**config.mk**
```make
export PLATFORM = sky130hd
export DESIGN_NAME = pci_bus_arbiter_flat
export DESIGN_NICKNAME = d
export VERILOG_FILES = /design/src/rtl/pci_bus_arbiter_if.sv /design/src/rtl/pci_bus_arbiter.sv /design/src/flat_wrapper.sv
export SDC_FILE = /design/constraint.sdc
export NUM_CORES = 1
export LEC_CHECK = 0
export CORE_AREA = 2 2 79 81
export DETAILED_ROUTE_END_ITERATION = 7
export DIE_AREA = 0 0 81 83
export GPL_TIMING_DRIVEN = 0
export PLACE_DENSITY = 0.5
export SYNTH_ARGS = -nofsm -noshare
export SYNTH_HDL_FRONTEND = slang
export SYNTH_SLANG_ARGS = --single-unit
```
**constraint.sdc**
```tcl
create_clock -name CLK_i -period 4.2 [get_ports CLK_i]
set_input_delay 1.05 -clock CLK_i [delete_from_list [all_inputs] [get_ports CLK_i]]
set_output_delay 1.05 -clock CLK_i [all_outputs]
set_load 0.03 [all_outputs]
```
**src/rtl/pci_bus_arbiter_if.sv**
```systemverilog
// Signal bundle between the PCI arbiter and its masters.
// REQ/FRAME/IRDY flow in; GNT, OWNER and status flow out.
interface pci_bus_arbiter_if #(
  parameter int N_MASTERS = 4,
  parameter int IDX_W     = 2
);
  logic [N_MASTERS-1:0] REQ;
  logic                 FRAME;
  logic                 IRDY;
  logic [N_MASTERS-1:0] GNT;
  logic [IDX_W-1:0]     OWNER;
  logic                 BUS_BUSY;
  logic                 TIMEOUT_P;

  modport slave  (input  REQ, FRAME, IRDY, output GNT, OWNER, BUS_BUSY, TIMEOUT_P);
  modport master (output REQ, FRAME, IRDY, input  GNT, OWNER, BUS_BUSY, TIMEOUT_P);
endinterface

```
**src/rtl/pci_bus_arbiter.sv**
```systemverilog
// Round-robin PCI central arbiter with unused-grant timeout and registered GNT.
// Bus parking on PARK_ID is built in when PCI_ARB_PARK_EN is defined.
//
// state  | meaning
// IDLE   | no grant (or parked grant), picking the next winner
// GRANT  | GNT[OWNER] low, waiting for FRAME; timeout counter running
// BUSY   | transaction in progress, GNT kept only for a sole requester
// SWITCH | one turnaround cycle with every GNT high
module pci_bus_arbiter #(
  parameter int N_MASTERS = 4,
  parameter int IDX_W     = 2,
  parameter int TIMEOUT   = 16,
  parameter int PARK_ID   = 0
) (
  input logic              CLK_i,
  input logic              RST_i,
  pci_bus_arbiter_if.slave bus_io
);

  localparam logic [1:0] ST_IDLE   = 2'd0;
  localparam logic [1:0] ST_GRANT  = 2'd1;
  localparam logic [1:0] ST_BUSY   = 2'd2;
  localparam logic [1:0] ST_SWITCH = 2'd3;

  localparam logic [N_MASTERS-1:0] GNT_NONE = '1;
  localparam logic [7:0]           CNT_LAST = 8'(TIMEOUT - 1);

  logic [1:0]           state_q, state_d;
  logic [N_MASTERS-1:0] gnt_q, gnt_d;
  logic [IDX_W-1:0]     owner_q, owner_d;
  logic [IDX_W-1:0]     last_q, last_d;
  logic [7:0]           cnt_q, cnt_d;
  logic                 busy_q, busy_d;
  logic                 tp_q, tp_d;

  logic                 bus_idle;
  logic                 any_req;
  logic                 keep_gnt;
  logic [IDX_W-1:0]     win_idx;
  logic [N_MASTERS-1:0] owner_oh;
  int                   cand;

  assign bus_idle = bus_io.FRAME & bus_io.IRDY;
  assign any_req  = ~&bus_io.REQ;
  assign owner_oh = N_MASTERS'(1) << owner_q;
  // Owner may keep its grant during a transfer only while it is the sole requester.
  assign keep_gnt = (bus_io.REQ == ~owner_oh);

  // Walk from the farthest candidate back so the one right after last_q wins.
  always_comb begin
    win_idx = '0;
    cand    = 0;
    for (int k = N_MASTERS; k >= 1; k--) begin
      cand = (int'(last_q) + k) % N_MASTERS;
      if (!bus_io.REQ[IDX_W'(cand)]) win_idx = IDX_W'(cand);
    end
  end

`ifdef PCI_ARB_PARK_EN
  localparam logic [IDX_W-1:0] PARK_IDX = IDX_W'(PARK_ID);
  logic parked;
  assign parked = (state_q == ST_IDLE) && (gnt_q != GNT_NONE);
`endif

  always_comb begin
    state_d = state_q;
    gnt_d   = gnt_q;
    owner_d = owner_q;
    last_d  = last_q;
    cnt_d   = cnt_q;
    busy_d  = busy_q;
    tp_d    = 1'b0;
    case (state_q)
      ST_IDLE: begin
`ifdef PCI_ARB_PARK_EN
        if (parked && !bus_io.FRAME) begin
          state_d = ST_BUSY;
          last_d  = owner_q;
          busy_d  = 1'b1;
          gnt_d   = keep_gnt ? ~owner_oh : GNT_NONE;
        end else if (parked && any_req && (win_idx != PARK_IDX)) begin
          gnt_d = GNT_NONE;
        end else if (any_req && bus_idle) begin
          state_d = ST_GRANT;
          gnt_d   = ~(N_MASTERS'(1) << win_idx);
          owner_d = win_idx;
          cnt_d   = '0;
        end else if (!any_req) begin
          gnt_d   = ~(N_MASTERS'(1) << PARK_IDX);
          owner_d = PARK_IDX;
        end
`else
        if (any_req && bus_idle) begin
          state_d = ST_GRANT;
          gnt_d   = ~(N_MASTERS'(1) << win_idx);
          owner_d = win_idx;
          cnt_d   = '0;
        end
`endif
      end
      ST_GRANT: begin
        if (!bus_io.FRAME) begin
          state_d = ST_BUSY;
          last_d  = owner_q;
          busy_d  = 1'b1;
          gnt_d   = keep_gnt ? ~owner_oh : GNT_NONE;
        end else if (bus_io.REQ[owner_q]) begin
          state_d = ST_SWITCH;
          gnt_d   = GNT_NONE;
        end else if (cnt_q == CNT_LAST) begin
          state_d = ST_SWITCH;
          gnt_d   = GNT_NONE;
          tp_d    = 1'b1;
          last_d  = owner_q;
        end else begin
          cnt_d = cnt_q + 8'd1;
        end
      end
      ST_BUSY: begin
        if (bus_idle) begin
          state_d = ST_SWITCH;
          busy_d  = 1'b0;
          gnt_d   = GNT_NONE;
        end else if (!keep_gnt) begin
          gnt_d = GNT_NONE;
        end
      end
      ST_SWITCH: begin
        state_d = ST_IDLE;
        gnt_d   = GNT_NONE;
      end
      default: begin
        state_d = ST_IDLE;
        gnt_d   = GNT_NONE;
      end
    endcase
  end

  always_ff @(posedge CLK_i or posedge RST_i) begin
    if (RST_i) begin
      state_q <= ST_IDLE;
      gnt_q   <= GNT_NONE;
      owner_q <= '0;
      last_q  <= IDX_W'(N_MASTERS - 1);
      cnt_q   <= '0;
      busy_q  <= 1'b0;
      tp_q    <= 1'b0;
    end else begin
      state_q <= state_d;
      gnt_q   <= gnt_d;
      owner_q <= owner_d;
      last_q  <= last_d;
      cnt_q   <= cnt_d;
      busy_q  <= busy_d;
      tp_q    <= tp_d;
    end
  end

  assign bus_io.GNT       = gnt_q;
  assign bus_io.OWNER     = owner_q;
  assign bus_io.BUS_BUSY  = busy_q;
  assign bus_io.TIMEOUT_P = tp_q;

endmodule

```
**src/flat_wrapper.sv**
```systemverilog
// flat-port wrapper written by rule: the top's interface ports become plain ports
module pci_bus_arbiter_flat 
#(
  parameter int N_MASTERS = 4,
  parameter int IDX_W     = 2,
  parameter int TIMEOUT   = 16,
  parameter int PARK_ID   = 0
)
  (CLK_i, RST_i, bus_io_REQ, bus_io_FRAME, bus_io_IRDY, bus_io_GNT, bus_io_OWNER, bus_io_BUS_BUSY, bus_io_TIMEOUT_P);
  pci_bus_arbiter_if #(.N_MASTERS(N_MASTERS), .IDX_W(IDX_W)) bus_io_i ();
  input logic CLK_i;
  input logic RST_i;
  input wire logic [$bits(bus_io_i.REQ)-1:0] bus_io_REQ;
  input wire logic [$bits(bus_io_i.FRAME)-1:0] bus_io_FRAME;
  input wire logic [$bits(bus_io_i.IRDY)-1:0] bus_io_IRDY;
  output wire logic [$bits(bus_io_i.GNT)-1:0] bus_io_GNT;
  output wire logic [$bits(bus_io_i.OWNER)-1:0] bus_io_OWNER;
  output wire logic [$bits(bus_io_i.BUS_BUSY)-1:0] bus_io_BUS_BUSY;
  output wire logic [$bits(bus_io_i.TIMEOUT_P)-1:0] bus_io_TIMEOUT_P;
  assign bus_io_i.REQ = bus_io_REQ;
  assign bus_io_i.FRAME = bus_io_FRAME;
  assign bus_io_i.IRDY = bus_io_IRDY;
  assign bus_io_GNT = bus_io_i.GNT;
  assign bus_io_OWNER = bus_io_i.OWNER;
  assign bus_io_BUS_BUSY = bus_io_i.BUS_BUSY;
  assign bus_io_TIMEOUT_P = bus_io_i.TIMEOUT_P;
  pci_bus_arbiter #(.N_MASTERS(N_MASTERS), .IDX_W(IDX_W), .TIMEOUT(TIMEOUT), .PARK_ID(PARK_ID)) u_core (.CLK_i(CLK_i), .RST_i(RST_i), .bus_io(bus_io_i));
endmodule
```
After elaboration in Yosys (flattened, before gate mapping)
Index checks and enable logic that the tools add are counted.
Widths: inputs -> output; s select.
{ "op_classes": {"n_addsub": 5, "order_cmp": 5, "eq_ne": 15, "shifts": 2, "muxes": 47, "bitwise": 3, "reduce_logical": 12} }
{ "ops": {"columns": ["operator", "n"], "rows": [
  ["$mux 8", 4],
  ["$mux 4", 7],
  ["$mux 2", 12],
  ["$lt 2x4->1 const B", 4],
  ["$pmux 4 s4", 1],
  ["$pmux 8 s2", 1],
  ["$mux 1", 15],
  ["$reduce_and 3->1", 4],
  ["$bmux 1 s2", 5],
  ["$ne 2x2->1 const B", 5],
  ["$add 8x1->8 const B", 1],
  ["$eq 8x4->1 const B", 1],
  ["$not 4->4", 2],
  ["$pmux 2 s4", 1],
  ["$shl 1x2->4 const A", 2],
  ["$ne 2x1->1 const B", 3],
  ["$reduce_and 5->1", 1],
  ["$add 2x1->2 const B", 2],
  ["$add 2x2->2 const B", 2],
  ["$eq 2x2->1 const B", 2],
  ["$eq 4x4->1", 1],
  ["$ne 4x2->1 const B", 1],
  ["$reduce_and 4->1", 1],
  ["$reduce_bool 2->1", 2],
  ["9 further kinds", 9]
]} }
{ "word_totals": {"reg_bits": 20, "in_bits": 8, "out_inout_bits": 8, "elab_cells": 96} }

Logic depth before layout (Yosys ltp)
Gate-level depths: netlist of run 1.
{ "logic_depth": {"depth_word": 12, "ltp_mapped": 8, "mapped_depth_nobuf": 7} }

Least setup slack after synthesis of run 1
Ideal clock, no wire load.
{ "synth_path": {"path_type": "input to register", "startpoint": "input port bus_io_REQ[3]", "endpoint": "register u_core.state_q[1]", "setup_time_ns": 0.127, "arrival_time_ns": 2.415, "required_time_ns": 4.073, "setup_slack_ns": 1.658, "path_stages": 5, "n_path_buf": 0, "path_cell_list": "mux4_2 > a211o_1 > and2_4 > nand2_2 > mux2_1"} }
{ "synth_between": {"elab_chain_cells": 5, "word_cells_on_any_way": 11, "classes_between": "2 x eq/ne; 5 x mux; 4 x reduce/logical"} }
{ "synth_rtl": {"columns": ["item", "line", "rtl"], "rows": [
  ["start, declared", "flat_wrapper.sv:13", "input wire logic [$bits(bus_io_i.REQ)-1:0] bus_io_REQ;"],
  ["$bmux 1 s2 or $reduce_and 4->1 (tied branches)", "pci_bus_arbiter.sv:107, pci_bus_arbiter.sv:44", null],
  ["$mux 1 (implied by the code) or $logic_not 1->1 (tied branches)", "pci_bus_arbiter.sv:107, pci_bus_arbiter.sv:44", null],
  ["$mux 2 or $logic_and 1x1->1 (tied branches)", "pci_bus_arbiter.sv:107, pci_bus_arbiter.sv:93", null],
  ["$mux 2 or $ne 2x1->1 (tied branches)", null, null],
  ["$pmux 2 s4 or $reduce_and 3->1 (tied branches)", null, null],
  ["end signal, assigned", "pci_bus_arbiter.sv:149", "state_q <= state_d;"],
  ["end, declared", "pci_bus_arbiter.sv:28", "logic [1:0] state_q, state_d;"]
]} }
Parallel ways exist; a longest one is shown, timed or not. The select of a mux whose other input is x is not followed.
A chain may end at the register's enable or synchronous reset.

Worst setup path in the final report of run 1
Ends and elaborated chain as after synthesis.

==> metrics list, run 1 <==
- Status: finished clean
* RePlAce Congestion: 0.778
- Total power: 1.10 mW
- Number of placed I/O pins: 16
- Clock latency at the later pin of the worst-skew pair: 0.26 ns
- Buffers inserted to repair hold after CTS numbered 0.
- Total nets after synthesis: 171
* Number of clock sinks: 20
- TritonCTS built the clock tree.
- For the pin with the worst max-slew slack, the measured transition is 0.826 ns.
- In this run the tightest slew margin relative to its limit is 0.449.
* Asr flop ratio synth: 1.00
- Die boundary width: 81 µm
- Count of endpoints failing setup in the final report: 0
- Total congestion overflow: 0
- For this run, global-route usage on met2 was measured as 0.144.
* Warnings, synthesis: 0
- Detailed Route Iter0 Violations: 156
* MaxCap Viol Count: 0
- Most frequent cells after synthesis: sky130_fd_sc_hd__nand2_1 (17), sky130_fd_sc_hd__dfrtp_1 (14), sky130_fd_sc_hd__nor2_1 (11), sky130_fd_sc_hd__o21ai_0 (8), sky130_fd_sc_hd__o21ai_1 (7)
- Leak Pwr: 0.699 nW
* Share of the synthesized area in the top cell type: 0.244
* Critical Path Source Type: primary input
- Via count of the first global-routing pass: 1129
- For this run, the register share of the synthesized area comes to 0.354.
* Antenna Cells: 0
* GRT busiest layer: met1
* Post-detailed-route DRC marker count: 0
- Global routing usage on met3: 0.0174
* Mean instance size in the synthesized netlist: 9.14 µm²
- Hold path startpoint: u_core.bus_io.GNT[3]$_DFFE_PP1P_
- Hold is met by 0.484 ns.
- Clock-pin slew was measured on the worst setup and hold paths at 0.08 ns.
* Routed wire length: 3.24 mm
- Among all flip-flop cells after synthesis, the most frequent one is sky130_fd_sc_hd__dfrtp_1.
- Hold path endpoint: u_core.bus_io.GNT[3]$_DFFE_PP1P_
- In the post-synthesis netlist, the cell with the most instances is sky130_fd_sc_hd__nand2_1.
- Reg-to-reg slack, setup: 2.10 ns
- Most area-hungry cell type in the Yosys netlist: sky130_fd_sc_hd__dfrtp_1
* Initial antenna violation count: 0
- The critical path is of the in -> reg type.
- Data required time at the worst endpoint: 4.34 ns
* Level count of the clock H-tree: 1
* Effective utilization at floorplan: 0.247
- Worst-path maximum fanout: 9
- Layout overhead on the synthesized area: 20.1%
- Hold crit path type: reg -> reg
* R2R Path Start: u_core.bus_io.OWNER[0]$_DFFE_PP0P_
- By area the synthesized netlist is led by sky130_fd_sc_hd__dfrtp_1 (24%), sky130_fd_sc_hd__dfstp_2 (11%), sky130_fd_sc_hd__ha_1 (5.2%).
- The die covers 6720 µm².
- In the final routed layout, each cell accounts on average for 12.9 µm.
* Final standard cell area without fillers: 1720 µm²
* Area after DPL: 1680 µm²
- The number of max-slew violations in the final report was 0.
- Final hold viol count: 0
- Proportion of layout cells with a drive suffix above 1: 0.131
- Number of antenna-violating nets in the routed design: 0
* Number of instances on the worst hold path: 2
* Detailed placement HPWL: 2.46 mm
- Largest net degree at the start of global routing: 21
- STA classifies the critical path endpoint as a register.
- The total area inside the core boundary comes to 5820 µm².
* Clock period minus final worst setup slack: 2.96 ns
- IR analysis of the VDD net gives a maximum drop of 0.231 mV.
- Mapped Area: 1440 µm²
- In this run, post-CTS repair resized a total of 0 instances.
* Peak Freq: 338 MHz
* Global-route wire length before repair: 5.56 mm
- After synthesis, the netlist uses 53 different library cells.
* Post-CTS Setup Inserts: 0
* Clock tree root buffer cell: sky130_fd_sc_hd__clkbuf_8
- Die Ht: 83 µm
* PortBufs: 15
- Number of storage elements in the synthesis netlist: 20
- Length of the first detailed-routing pass in iterations: 4
- Aggregate global-route resource usage: 0.104
* Reg-to-reg endpoint: u_core.state_q[1]$_DFFE_PP0P_
* Filler cell count: 627
* Number of standard cells after synthesis: 157
- Summed over all failing endpoints, the final setup total negative slack is 0 ns.
- Detailed-route via count: 1199
* Maximum clock insertion buffer count: 2
- For the worst setup path, the data arrival time is 3.10 ns.
* Number of cells on the worst reg-to-reg path: 6
- Power spread over the standard cell area amounts to 638 nW/µm².
- Number of clock buffers inserted by TritonCTS: 3
- Per-cell via count in the routed design: 4.78
- Layout Skew: 0.00382 ns
* Row count: 28
- Setup repair after global routing left no endpoint under its margin.
- In the final design database the tool counted 191 nets.
* Global-route met1 utilization: 0.159
- Of the available clock period, the critical path in the final layout requires 0.704.
* Post-synth EDFFs: 0
routing by layer:
layer	part of all wire	vias to the layer above	wire length, µm
met3	0.034	5	110
met4	0.018	0	57
met2	0.42	21	1370
met1	0.53	543	1700
met5	0	-	0
li1	-	630	-
worst max-delay path, cell delays in order:
cell and delay (ns):
sky130_fd_sc_hd__clkdlybuf4s50_1 0.54, sky130_fd_sc_hd__mux4_2 0.63, sky130_fd_sc_hd__a211o_1 0.32, sky130_fd_sc_hd__and2_4 0.17, sky130_fd_sc_hd__nand2_2 0.07, sky130_fd_sc_hd__mux2_1 0.32
metrics by stage:
stage,worst slack [ns],util,cells
finish,1.24,0.296,251
global route,1.17,0.296,251
CTS,1.25,0.296,251
floorplan,1.66,-,157
global placement,0.971,0.289,247
detailed placement,0.972,0.289,247
report_power, final:
part           switching (mW)  internal [mW]  leakage, nW  total, mW
combinational           0.362          0.266        0.427      0.628
clock                  0.0675         0.0676       0.0228      0.135
sequential             0.0579          0.280        0.250      0.337
layout by cell type, fill, tap and decap left out, types with 6 or more instances in the layout:
master,synthesis,routed
sky130_fd_sc_hd__o21ai_0,8,8
sky130_fd_sc_hd__nor2_1,11,11
sky130_fd_sc_hd__inv_1,6,6
sky130_fd_sc_hd__nand3_1,6,6
sky130_fd_sc_hd__dfstp_2,6,6
sky130_fd_sc_hd__o21ai_1,7,7
sky130_fd_sc_hd__and3_1,6,6
sky130_fd_sc_hd__ha_1,6,6
sky130_fd_sc_hd__dfrtp_1,14,14
sky130_fd_sc_hd__clkdlybuf4s50_1,0,15
sky130_fd_sc_hd__nand2_1,17,17
final cells by class:
class,instances,area (µm²),area share
inverter,6,22.5,0.0131
clock buffer,4,45.0,0.0261
sequential,20,508,0.295
multi-input combinational,128,886,0.514
buffer,3,18.8,0.0109
timing repair buffer,15,150,0.0871
tap,75,93.8,0.0544
sequential cells by signal (all words and copies together), names as in the netlist:
name,count
u_core.cnt_q,8
u_core.bus_io.GNT,4
u_core.bus_io.OWNER,2
u_core.last_q,2
u_core.state_q,2
u_core.bus_io.BUS_BUSY,1
u_core.bus_io.TIMEOUT_P,1
cell families after synthesis:
group,share of synthesized area
AO/OA/AOI/OAI,0.236
adder cells (fa/ha/maj),0.0523
buffers and inverters,0.0288
flip-flops,0.354
multiplexers,0.0541
AND/OR/NAND/NOR,0.275
how the worst max path moves through the flow:
stage                        startpoint                            end  depth (start not counted)
after global routing      bus_io_REQ[3]  u_core.state_q[1]$_DFFE_PP0P_                          6
after global placement    bus_io_REQ[3]  u_core.state_q[1]$_DFFE_PP0P_                          6
after CTS                 bus_io_REQ[3]  u_core.state_q[1]$_DFFE_PP0P_                          6
final                     bus_io_REQ[3]  u_core.state_q[1]$_DFFE_PP0P_                          6
after floorplan           bus_io_REQ[3]  u_core.state_q[1]$_DFFE_PP0P_                          5
after detailed placement  bus_io_REQ[3]  u_core.state_q[1]$_DFFE_PP0P_                          6
Power figures use the tool's default switching activity.
==> run 2: changes to the inputs <==
Clock period 4.2 ns to 3 ns, I/O delays scaled along.
==> results of run 2 <==
The final DEF is identical to that of run 1. Status: finished clean.
Among the figures that moved: setup slack after placement 0.972 ns -> 0.0719 ns; setup slack after layout 1.24 ns -> 0.343 ns; register-to-register setup slack 2.10 ns -> 0.90 ns; total power 1.10 mW -> 1.54 mW; worst IR drop on VDD 0.231 mV -> 0.324 mV
